--- config.mk ---
export PLATFORM = sky130hd
export DESIGN_NAME = mc_control_fsm
export DESIGN_NICKNAME = d
export VERILOG_FILES = /design/src/rtl/mc_control_fsm.sv
export SDC_FILE = /design/constraint.sdc
export NUM_CORES = 1
export LEC_CHECK = 0
export ABC_AREA = 1
export CAP_MARGIN = 30
export CORE_MARGIN = 4
export CORE_UTILIZATION = 63
export CTS_CLUSTER_DIAMETER = 40
export DETAILED_ROUTE_END_ITERATION = 10
export DONT_BUFFER_PORTS = 1
export GPL_ROUTABILITY_DRIVEN = 0
export GPL_TIMING_DRIVEN = 0
export MAX_ROUTING_LAYER = met4
export PLACE_DENSITY = 0.85
export RECOVER_POWER = 50
export SLEW_MARGIN = 15
export SYNTH_ARGS = -nofsm -noshare
export SYNTH_HDL_FRONTEND = slang
export SYNTH_SLANG_ARGS = --single-unit
--- constraint.sdc ---
create_clock -name clk -period 2.4 [get_ports clk]
set_input_delay 0.48 -clock clk [delete_from_list [all_inputs] [get_ports clk]]
set_output_delay 0.48 -clock clk [all_outputs]
set_load 0.005 [all_outputs]
--- src/rtl/mc_control_fsm.sv ---
// mc_control_fsm: RV32I multicycle main control FSM with memory handshake, stall, wait timeout and trap.
//   clk, rst_n (sync, active-low)
//   opcode_i/funct3_i  : instruction register fields
//   mem_ready_i        : memory completes current access this cycle
//   stall_i            : external hold
//   *_o controls       : datapath enables and mux selects
//   mem_size_o         : access size (00 byte, 01 half, 10 word)
//   state_o            : current state (debug)
//   illegal_o, mem_timeout_o : sticky error flags
module mc_control_fsm #(
  parameter bit          MEM_HANDSHAKE = 1'b1,
  parameter int unsigned MAX_WAIT      = 0,
  parameter int unsigned CNT_W         = 8
) (
  input  logic       clk,
  input  logic       rst_n,
  input  logic [6:0] opcode_i,
  input  logic [2:0] funct3_i,
  input  logic       mem_ready_i,
  input  logic       stall_i,
  output logic       reg_write_o,
  output logic       alu_src_a_o,
  output logic       mem_read_o,
  output logic       mem_write_o,
  output logic       iord_o,
  output logic       ir_write_o,
  output logic       pc_write_o,
  output logic [1:0] alu_op_o,
  output logic [1:0] alu_src_b_o,
  output logic [1:0] pc_source_o,
  output logic [2:0] mem_to_reg_o,
  output logic [5:0] pc_write_cond_o,
  output logic [1:0] mem_size_o,
  output logic [4:0] state_o,
  output logic       illegal_o,
  output logic       mem_timeout_o
);
  typedef enum logic [4:0] {
    S_FETCH = 5'd0, S_DECODE = 5'd1, S_MEM_ADDR = 5'd2, S_MEM_READ = 5'd3,
    S_LOAD_WB = 5'd4, S_STORE = 5'd5, S_R_EXEC = 5'd6, S_ALU_WB = 5'd7,
    S_BEQ = 5'd8, S_I_EXEC = 5'd9, S_I_WB = 5'd10, S_JAL = 5'd11, S_JALR = 5'd12,
    S_BNE = 5'd15, S_BLT = 5'd16, S_BGE = 5'd17, S_BLTU = 5'd18, S_BGEU = 5'd19,
    S_AUIPC = 5'd20, S_LUI = 5'd21, S_TRAP = 5'd31
  } state_t;
  typedef struct packed {
    logic       reg_write, alu_src_a, mem_read, mem_write, iord, ir_write, pc_write;
    logic [1:0] alu_op, alu_src_b, pc_source;
    logic [2:0] mem_to_reg;
    logic [5:0] pc_write_cond;
    logic [1:0] mem_size;
  } ctrl_t;
  localparam logic [6:0] OP_LOAD = 7'b0000011, OP_STORE = 7'b0100011, OP_R = 7'b0110011,
    OP_I = 7'b0010011, OP_BR = 7'b1100011, OP_JAL = 7'b1101111, OP_JALR = 7'b1100111,
    OP_AUIPC = 7'b0010111, OP_LUI = 7'b0110111;
  state_t           state_q, state_d, nxt, dec_state;
  logic [CNT_W-1:0] cnt_q, cnt_d;
  logic             illegal_q, illegal_d, timeout_q, timeout_d;
  ctrl_t            ctrl_q;
  logic             mem_st, done, timeout, wen, fetch_gate;
  function automatic ctrl_t decode(state_t s, logic [2:0] f3);
    ctrl_t c;
    c = '0;
    c.mem_size = 2'b10;
    case (s)
      S_FETCH:    begin c.mem_read = 1'b1; c.ir_write = 1'b1; c.pc_write = 1'b1; c.alu_src_b = 2'b01; end
      S_DECODE:   c.alu_src_b = 2'b10;
      S_MEM_ADDR: begin c.alu_src_a = 1'b1; c.alu_src_b = 2'b10; end
      S_MEM_READ: begin c.iord = 1'b1; c.mem_read = 1'b1; c.mem_size = f3[1:0]; end
      S_LOAD_WB:  begin c.reg_write = 1'b1; c.mem_to_reg = 3'b001; end
      S_STORE:    begin c.iord = 1'b1; c.mem_write = 1'b1; c.mem_size = f3[1:0]; end
      S_R_EXEC:   begin c.alu_src_a = 1'b1; c.alu_op = 2'b10; end
      S_I_EXEC:   begin c.alu_src_a = 1'b1; c.alu_op = 2'b10; c.alu_src_b = 2'b10; end
      S_ALU_WB, S_I_WB: c.reg_write = 1'b1;
      S_BEQ, S_BNE, S_BLT, S_BGE, S_BLTU, S_BGEU: begin
        c.alu_src_a = 1'b1;
        c.alu_op = 2'b01;
        c.pc_source = 2'b10;
        c.pc_write_cond = {s == S_BGEU, s == S_BLTU, s == S_BGE, s == S_BLT, s == S_BNE, s == S_BEQ};
      end
      S_JAL:   begin c.pc_write = 1'b1; c.pc_source = 2'b10; c.reg_write = 1'b1; c.mem_to_reg = 3'b011; end
      S_JALR:  begin c.pc_write = 1'b1; c.alu_src_a = 1'b1; c.alu_src_b = 2'b10; c.reg_write = 1'b1; c.mem_to_reg = 3'b011; end
      S_AUIPC: begin c.reg_write = 1'b1; c.mem_to_reg = 3'b100; end
      S_LUI:   begin c.reg_write = 1'b1; c.mem_to_reg = 3'b010; end
      S_TRAP:  c.mem_size = 2'b00;
      default: ;
    endcase
    return c;
  endfunction
  assign mem_st  = state_q == S_FETCH || state_q == S_MEM_READ || state_q == S_STORE;
  assign done    = !MEM_HANDSHAKE || mem_ready_i;
  assign timeout = MAX_WAIT != 0 && mem_st && !done && cnt_q == CNT_W'(MAX_WAIT);
  always_comb begin
    dec_state = S_TRAP;
    case (opcode_i)
      OP_LOAD:  dec_state = (funct3_i == 3'b011 || funct3_i[2:1] == 2'b11) ? S_TRAP : S_MEM_ADDR;
      OP_STORE: dec_state = (funct3_i[2] || funct3_i == 3'b011) ? S_TRAP : S_MEM_ADDR;
      OP_R:     dec_state = S_R_EXEC;
      OP_I:     dec_state = S_I_EXEC;
      OP_BR:    dec_state = funct3_i == 3'b000 ? S_BEQ : funct3_i == 3'b001 ? S_BNE :
                            funct3_i == 3'b100 ? S_BLT : funct3_i == 3'b101 ? S_BGE :
                            funct3_i == 3'b110 ? S_BLTU : funct3_i == 3'b111 ? S_BGEU : S_TRAP;
      OP_JAL:   dec_state = S_JAL;
      OP_JALR:  dec_state = S_JALR;
      OP_AUIPC: dec_state = S_AUIPC;
      OP_LUI:   dec_state = S_LUI;
      default:  dec_state = S_TRAP;
    endcase
  end
  always_comb begin
    nxt = state_q;
    case (state_q)
      S_FETCH:    nxt = done ? S_DECODE : timeout ? S_TRAP : S_FETCH;
      S_DECODE:   nxt = dec_state;
      S_MEM_ADDR: nxt = opcode_i == OP_LOAD ? S_MEM_READ : opcode_i == OP_STORE ? S_STORE : S_TRAP;
      S_MEM_READ: nxt = done ? S_LOAD_WB : timeout ? S_TRAP : S_MEM_READ;
      S_STORE:    nxt = done ? S_FETCH : timeout ? S_TRAP : S_STORE;
      S_R_EXEC:   nxt = S_ALU_WB;
      S_I_EXEC:   nxt = S_I_WB;
      S_TRAP:     nxt = S_TRAP;
      default:    nxt = S_FETCH;
    endcase
    state_d   = stall_i ? state_q : nxt;
    // counter only advances while a memory state is actually waiting; any state change clears it
    cnt_d     = stall_i ? cnt_q : nxt != state_q ? '0 :
                (mem_st && !done && cnt_q != '1) ? cnt_q + 1'b1 : cnt_q;
    illegal_d = illegal_q || (!stall_i && (state_q == S_DECODE || state_q == S_MEM_ADDR) && nxt == S_TRAP);
    timeout_d = timeout_q || (!stall_i && timeout);
  end
  // control bus is registered from the next state, so ctrl_q always matches decode(state_q)
  always_ff @(posedge clk) begin
    if (!rst_n) begin
      state_q   <= S_FETCH;
      cnt_q     <= '0;
      illegal_q <= 1'b0;
      timeout_q <= 1'b0;
      ctrl_q    <= decode(S_FETCH, funct3_i);
    end else begin
      state_q   <= state_d;
      cnt_q     <= cnt_d;
      illegal_q <= illegal_d;
      timeout_q <= timeout_d;
      ctrl_q    <= decode(state_d, funct3_i);
    end
  end
  assign wen             = rst_n && !stall_i;
  assign fetch_gate      = state_q != S_FETCH || done;
  assign reg_write_o     = ctrl_q.reg_write && wen;
  assign mem_write_o     = ctrl_q.mem_write && wen;
  assign pc_write_o      = ctrl_q.pc_write && wen && fetch_gate;
  assign ir_write_o      = ctrl_q.ir_write && wen && fetch_gate;
  assign pc_write_cond_o = wen ? ctrl_q.pc_write_cond : 6'b0;
  assign alu_src_a_o     = ctrl_q.alu_src_a;
  assign mem_read_o      = ctrl_q.mem_read;
  assign iord_o          = ctrl_q.iord;
  assign alu_op_o        = ctrl_q.alu_op;
  assign alu_src_b_o     = ctrl_q.alu_src_b;
  assign pc_source_o     = ctrl_q.pc_source;
  assign mem_to_reg_o    = ctrl_q.mem_to_reg;
  assign mem_size_o      = ctrl_q.mem_size;
  assign state_o         = state_q;
  assign illegal_o       = illegal_q;
  assign mem_timeout_o   = timeout_q;
endmodule
==> results of run 1 <==
## cells in the final DEF, fill, tap and decap left out, drive strengths merged
cell type / instances
nand2: 85
nor2: 54
inv: 44
nand3: 37
dfxtp: 29
clkbuf: 19
o21ai: 8
nand4: 5
a21oi: 5
nor4: 4
nor3: 3
buf: 3
nor3b: 2
conb: 2
clkinv: 2
a211oi: 1
or2: 1
nand3b: 1
## registers in the layout (all words and copies together) (netlist names)
register / cells
ctrl_q: 10
mem_to_reg_o: 3
alu_src_a_o: 1
illegal_o: 1
mem_size_o: 2
alu_src_b_o: 2
state_o: 5
pc_source_o: 1
mem_read_o: 1
alu_op_o: 2
iord_o: 1
## layer usage
metal | up-vias | part of all wire, %
li1 | 929 | -
met1 | 709 | 47
met2 | 57 | 40
met3 | 8 | 10
met4 | 0 | 2.4
met5 | - | 0
## Yosys cell counts (2+ instances only)
library cell	number
a21oi_1	5
buf_4	12
o21ai_0	6
nor2_4	2
nand4_1	5
dfxtp_1	29
nor2_1	47
nor3_1	3
nand3_1	34
nor3b_1	2
nor4_1	4
inv_2	6
nand2_2	14
inv_1	38
nand3_2	3
nand2_1	71
nor2_2	5
## cell type report
| class | count | area [sq um] |
|---|---|---|
| Inverter | 45 | 169 |
| Sequential cell | 29 | 582 |
| Clock inverter | 1 | 5.00 |
| Fill cell | 251 | 826 |
| Tap cell | 31 | 38.8 |
| Buffer | 15 | 105 |
| Clock buffer | 7 | 65.1 |
| Multi-Input combinational cell | 208 | 991 |
## logic make-up (layout without fill, tap and decap cells)
| kind of cell | after synthesis | count (layout) | share of synthesized area [%] |
|---|---|---|---|
| and+or+nand+nor | 192 | 192 | 48.2 |
| buffers and inverters | 60 | 68 | 15.2 |
| DFF | 29 | 29 | 31.6 |
| AOI/OAI and AO/OA | 14 | 14 | 4.84 |
| other | 1 | 2 | 0.204 |
## worst paths after layout
path	start	end	slack, ns	depth (start not counted)
max	state_o[2]$_SDFF_PN0_	alu_src_a_o$_SDFF_PN0_	0.20	14
min	funct3_i[1]	mem_size_o[1]$_SDFF_PN1_	0.26	2
max reg2reg	state_o[2]$_SDFF_PN0_	alu_src_a_o$_SDFF_PN0_	0.20	14
min reg2reg	illegal_o$_SDFF_PN0_	illegal_o$_SDFF_PN0_	0.50	2
## power groups by stage
stage | Sequential [mW] | Clock (mW) | Combinational [mW]
2_1_floorplan | 0.540 | 0 | 0.214
3_3_place_gp | 0.544 | 0 | 0.253
3_5_place_dp | 0.544 | 0 | 0.256
4_1_cts | 0.533 | 0.344 | 0.258
5_1_grt | 0.538 | 0.359 | 0.299
6_report | 0.534 | 0.334 | 0.262
==> run_results.csv, run 1 <==
group,metric,value,unit
status,status,"complete, no violations",
timing,skew,0.00529,ns
routing,via_per_inst,5.07,
worst_setup_path,path_buf_inv,0,
global_route,first_global_vias,1479,
clock_network,cts-root-buf,"clkbuf_4",
power_and_ir_drop,p_switching,0.361,mW
timing,setup_tns,0,ns
die,fp.coreArea,2780,sq um
synthesis,yosys_warnings,0,
timing,setup_viol,0,
worst_setup_path,cp_common_cell,"nand2_1",
synthesis,yosys.area.top_type,"dfxtp_1",
global_route,grt_use_met3,8.88,%
die,io_pins,45,
die,die_w,62.0,um
die,rows,19,
clock_network,cts_tree,"built",
global_route,grt.met2_usage,30.2,%
cells_and_area,area_growth,6.47,%
die,die-area,3840,sq um
global_route,busiest_layer,"met1",
power_and_ir_drop,seq_power_share,47.2,%
cells_and_area,final_util,70.3,%
clock_network,cts_buffers,5,
synthesis,ys_seq_elements,29,
global_route,gr-total-overflow,0,
routing,drc,0,
worst_setup_path,setup.worst_path.start_class,"flip-flop",
cells_and_area,final_nets,318,
power_and_ir_drop,p_per_area,578,nW/um^2
clock_network,cts_max_level,2,
routing,ant_nets,0,
synthesis,ys_async_sr_fraction,0,%
synthesis,synth.distinct_cells,27,
place,place_area,1880,sq um
timing,worst_slack,0.203,ns
timing,holdWs,0.265,ns
worst_setup_path,worstSetupEndpointType,"flip-flop",
global_route,grtUsageTotal,22.7,%
routing,vias,1703,
power_and_ir_drop,p_int,0.770,mW
power_and_ir_drop,power,1.13,mW
clock_network,cts.path.max_buffers,2,
timing,final_hold_viol_count,0,
clock_network,clock_latency,0.33,ns
power_and_ir_drop,p_comb_share,23.2,%
routing,postRouteWirelength,3.90,mm
die,die-height,62.0,um
clock_network,cts_hold_buffers,0,
place,dp_slack,0.125,ns
worst_setup_path,worstPathCellList,"nor2_1 -> nand2_1 -> nor2_1 -> nand2_1 -> o21ai_0 -> nor3_1 -> nand3_1 -> nand2_2 -> nand2_1 -> nor2_4 -> nand2_1 -> nand2_1 -> nand2_1 -> nand3_1",
synthesis,synth-seq-area-share,31.6,%
worst_hold_path,min_path_type,"input pin to flip-flop",
worst_setup_path,path_max_fanout,7,
routing,drtPass1Iterations,4,
synthesis,synth.avg_cell_area,6.21,sq um
global_route,grt_max_degree,11,
die,start_util,66.0,%
worst_setup_path,worst_ep_arrival_time,2.47,ns
synthesis,synth_top_area_share,31.6,%
synthesis,ys.flop_type,"dfxtp_1",
worst_setup_path,slowest_delay,0.45,ns
timing,slew_violations,0,
synthesis,netlist_instances,296,
global_route,grt_pass1_wl,6.29,mm
timing,finalCriticalPeriod,2.20,ns
routing,wl_per_cell,11.6,um
cells_and_area,stdcell_area,1960,sq um
worst_setup_path,crit_family,"simple AND/OR/NAND/NOR gates",
cells_and_area,drive_gt1_share,18.4,%
clock_network,cts_resized,0,
power_and_ir_drop,power.leakage,0.991,nW
global_route,gr-usage-met1,30.8,%
routing,dr.first_iter.drc_count,107,
power_and_ir_drop,max-vdd-ir-drop,0.000782,V
place,dp.cells,328,
power_and_ir_drop,pwr-share-clk,29.6,%
worst_setup_path,slowest_stage,"dfxtp_1",
flow_run,maxCapViolCount,0,
cells_and_area,num_antenna_cells,0,
place,portBuffers,0,
power_and_ir_drop,netSwitchingFraction,31.9,%
global_route,antenna_found_initial,0,
synthesis,synthTopCellsByArea,"dfxtp_1 (32%), nand2_1 (15%), nor2_1 (9.6%)",
synthesis,synth_area,1840,sq um
clock_network,clock-sinks,29,
synthesis,synth_edf_count,0,
place,dp_hpwl,2.97,mm
worst_setup_path,cp.required,2.68,ns
timing,finalCritPeriodShare,91.6,%
worst_setup_path,path_class,"flip-flop to flip-flop",
clock_network,postCtsSetupRepairBufs,0,
cells_and_area,fin_cells,336,
timing,max_freq,455,MHz
clock_network,clk_pin_slew_worst_paths,0.09,ns
Note: power is estimated with default switching activity, not from simulation.
==> inputs of run 2 (changes only) <==
==> constraint.sdc (replaced) <==
create_clock -name clk -period 2.4 [get_ports clk]
set_input_delay 0.6 -clock clk [delete_from_list [all_inputs] [get_ports clk]]
set_output_delay 0.6 -clock clk [all_outputs]
set_load 0.005 [all_outputs]
==> run 2 against run 1 <==
  * Cell count did not move
  * Fmax decreased by 0.16%
  * Sequential share of layout area hardly changed
  * Final area hardly changed
  * Critical path type unchanged
  * Largest cell class unchanged
==> run_results.csv, run 2 (synthesis gave the netlist of run 1 again) <==
group,metric,value,unit
status,status,"complete, no violations",
timing,final_hold_viol_count,0,
power_and_ir_drop,power.leakage,0.994,nW
clock_network,cts-root-buf,"clkbuf_4",
global_route,grt_max_degree,11,
clock_network,clock-sinks,29,
cells_and_area,final_cell_mix,"nand2_1 (72), nor2_1 (46), inv_1 (38)",
timing,finalCriticalPeriod,2.20,ns
global_route,antenna_found_initial,0,
cells_and_area,drive_gt1_share,18.7,%
timing,setup_viol,0,
routing,vias,1702,
global_route,grtUsageTotal,22.7,%
worst_setup_path,cp.required,2.68,ns
cells_and_area,area_growth,6.54,%
die,io_pins,45,
clock_network,cts_max_level,2,
die,fp.coreArea,2780,sq um
routing,via_per_inst,5.07,
place,dp.cells,328,
worst_setup_path,path_class,"flip-flop to flip-flop",
routing,ant_nets,0,
place,dp_hpwl,2.97,mm
cells_and_area,stdcell_area,1960,sq um
cells_and_area,final_nets,318,
clock_network,clk_pin_slew_worst_paths,0.09,ns
timing,skew,0.00540,ns
place,portBuffers,0,
timing,worst_slack,0.199,ns
cells_and_area,final_common_cell,"nand2_1",
routing,drtPass1Iterations,4,
clock_network,cts.path.max_buffers,2,
worst_setup_path,path_max_fanout,7,
routing,postRouteWirelength,3.89,mm
die,start_util,66.0,%
timing,finalCritPeriodShare,91.7,%
global_route,grt_pass1_wl,6.29,mm
cells_and_area,final_util,70.4,%
timing,setup_tns,0,ns
power_and_ir_drop,p_per_area,578,nW/um^2
clock_network,postCtsSetupRepairBufs,0,
die,die-height,62.0,um
flow_run,maxCapViolCount,0,
die,die-area,3840,sq um
clock_network,cts_buffers,5,
global_route,first_global_vias,1479,
clock_network,clock_latency,0.33,ns
timing,holdWs,0.385,ns
cells_and_area,largest_reg_flops,10,
place,dp_slack,0.00491,ns
routing,drc,0,
worst_hold_path,min_path_type,"input pin to flip-flop",
power_and_ir_drop,max-vdd-ir-drop,0.000782,V
routing,wl_per_cell,11.6,um
place,place_area,1880,sq um
cells_and_area,num_antenna_cells,0,
worst_setup_path,worst_ep_arrival_time,2.48,ns
die,die_w,62.0,um
worst_setup_path,setup.worst_path.start_class,"flip-flop",
die,rows,19,
timing,max_freq,454,MHz
power_and_ir_drop,power,1.13,mW
cells_and_area,fin_cells,336,
clock_network,cts_tree,"built",
cells_and_area,largest-register,"ctrl_q",
timing,slew_violations,0,
global_route,gr-total-overflow,0,
clock_network,cts_hold_buffers,0,
worst_setup_path,worstSetupEndpointType,"flip-flop",
routing,dr.first_iter.drc_count,106,
run 2: critical path: stages (launching register included):
cell and delay [ns]:
dfxtp_1 0.45, nor2_1 0.09, nand2_1 0.21, nor2_1 0.07, nand2_1 0.08, o21ai_0 0.08, nor3_1 0.22, nand3_1 0.11
nand2_2 0.14, nand2_1 0.15, nor2_4 0.17, nand2_1 0.13, nand2_1 0.09, nand2_1 0.07, nand3_1 0.08
run 2: layout make-up:
class | instances | area [sq um]
multi-input combinational | 208 | 991
fill | 251 | 825
sequential | 29 | 582
inverter | 45 | 169
buffer | 15 | 106
clock buffer | 7 | 65.1
tap | 31 | 38.8
clock inverter | 1 | 5.00
run 2: where the power goes:
group | total, mW | switching [mW] | internal (mW)
sequential | 0.534 | 0.0195 | 0.514
clock | 0.334 | 0.165 | 0.169
combinational | 0.262 | 0.176 | 0.0862
run 2: routing by layer:
metal | share of wire (%) | track usage [%]
met5 | 0 | -
met4 | 2.4 | 8.18
met3 | 11 | 8.88
met2 | 40 | 30.2
met1 | 46 | 30.8
run 2: path summary, 6_finish.rpt:
check / from / endpoint / slack, ns / cells after the start
worst max-delay path: state_o[2]$_SDFF_PN0_ / alu_src_a_o$_SDFF_PN0_ / 0.20 / 14
worst max register to register: state_o[2]$_SDFF_PN0_ / alu_src_a_o$_SDFF_PN0_ / 0.20 / 14
worst min register to register: illegal_o$_SDFF_PN0_ / illegal_o$_SDFF_PN0_ / 0.50 / 2
worst min-delay path: funct3_i[1] / mem_size_o[1]$_SDFF_PN1_ / 0.38 / 2
run 2: timing repair:
item,in CTS,in global routing
setup endpoints to repair,0,6
gates resized for setup,0,4
hold endpoints to repair,0,0
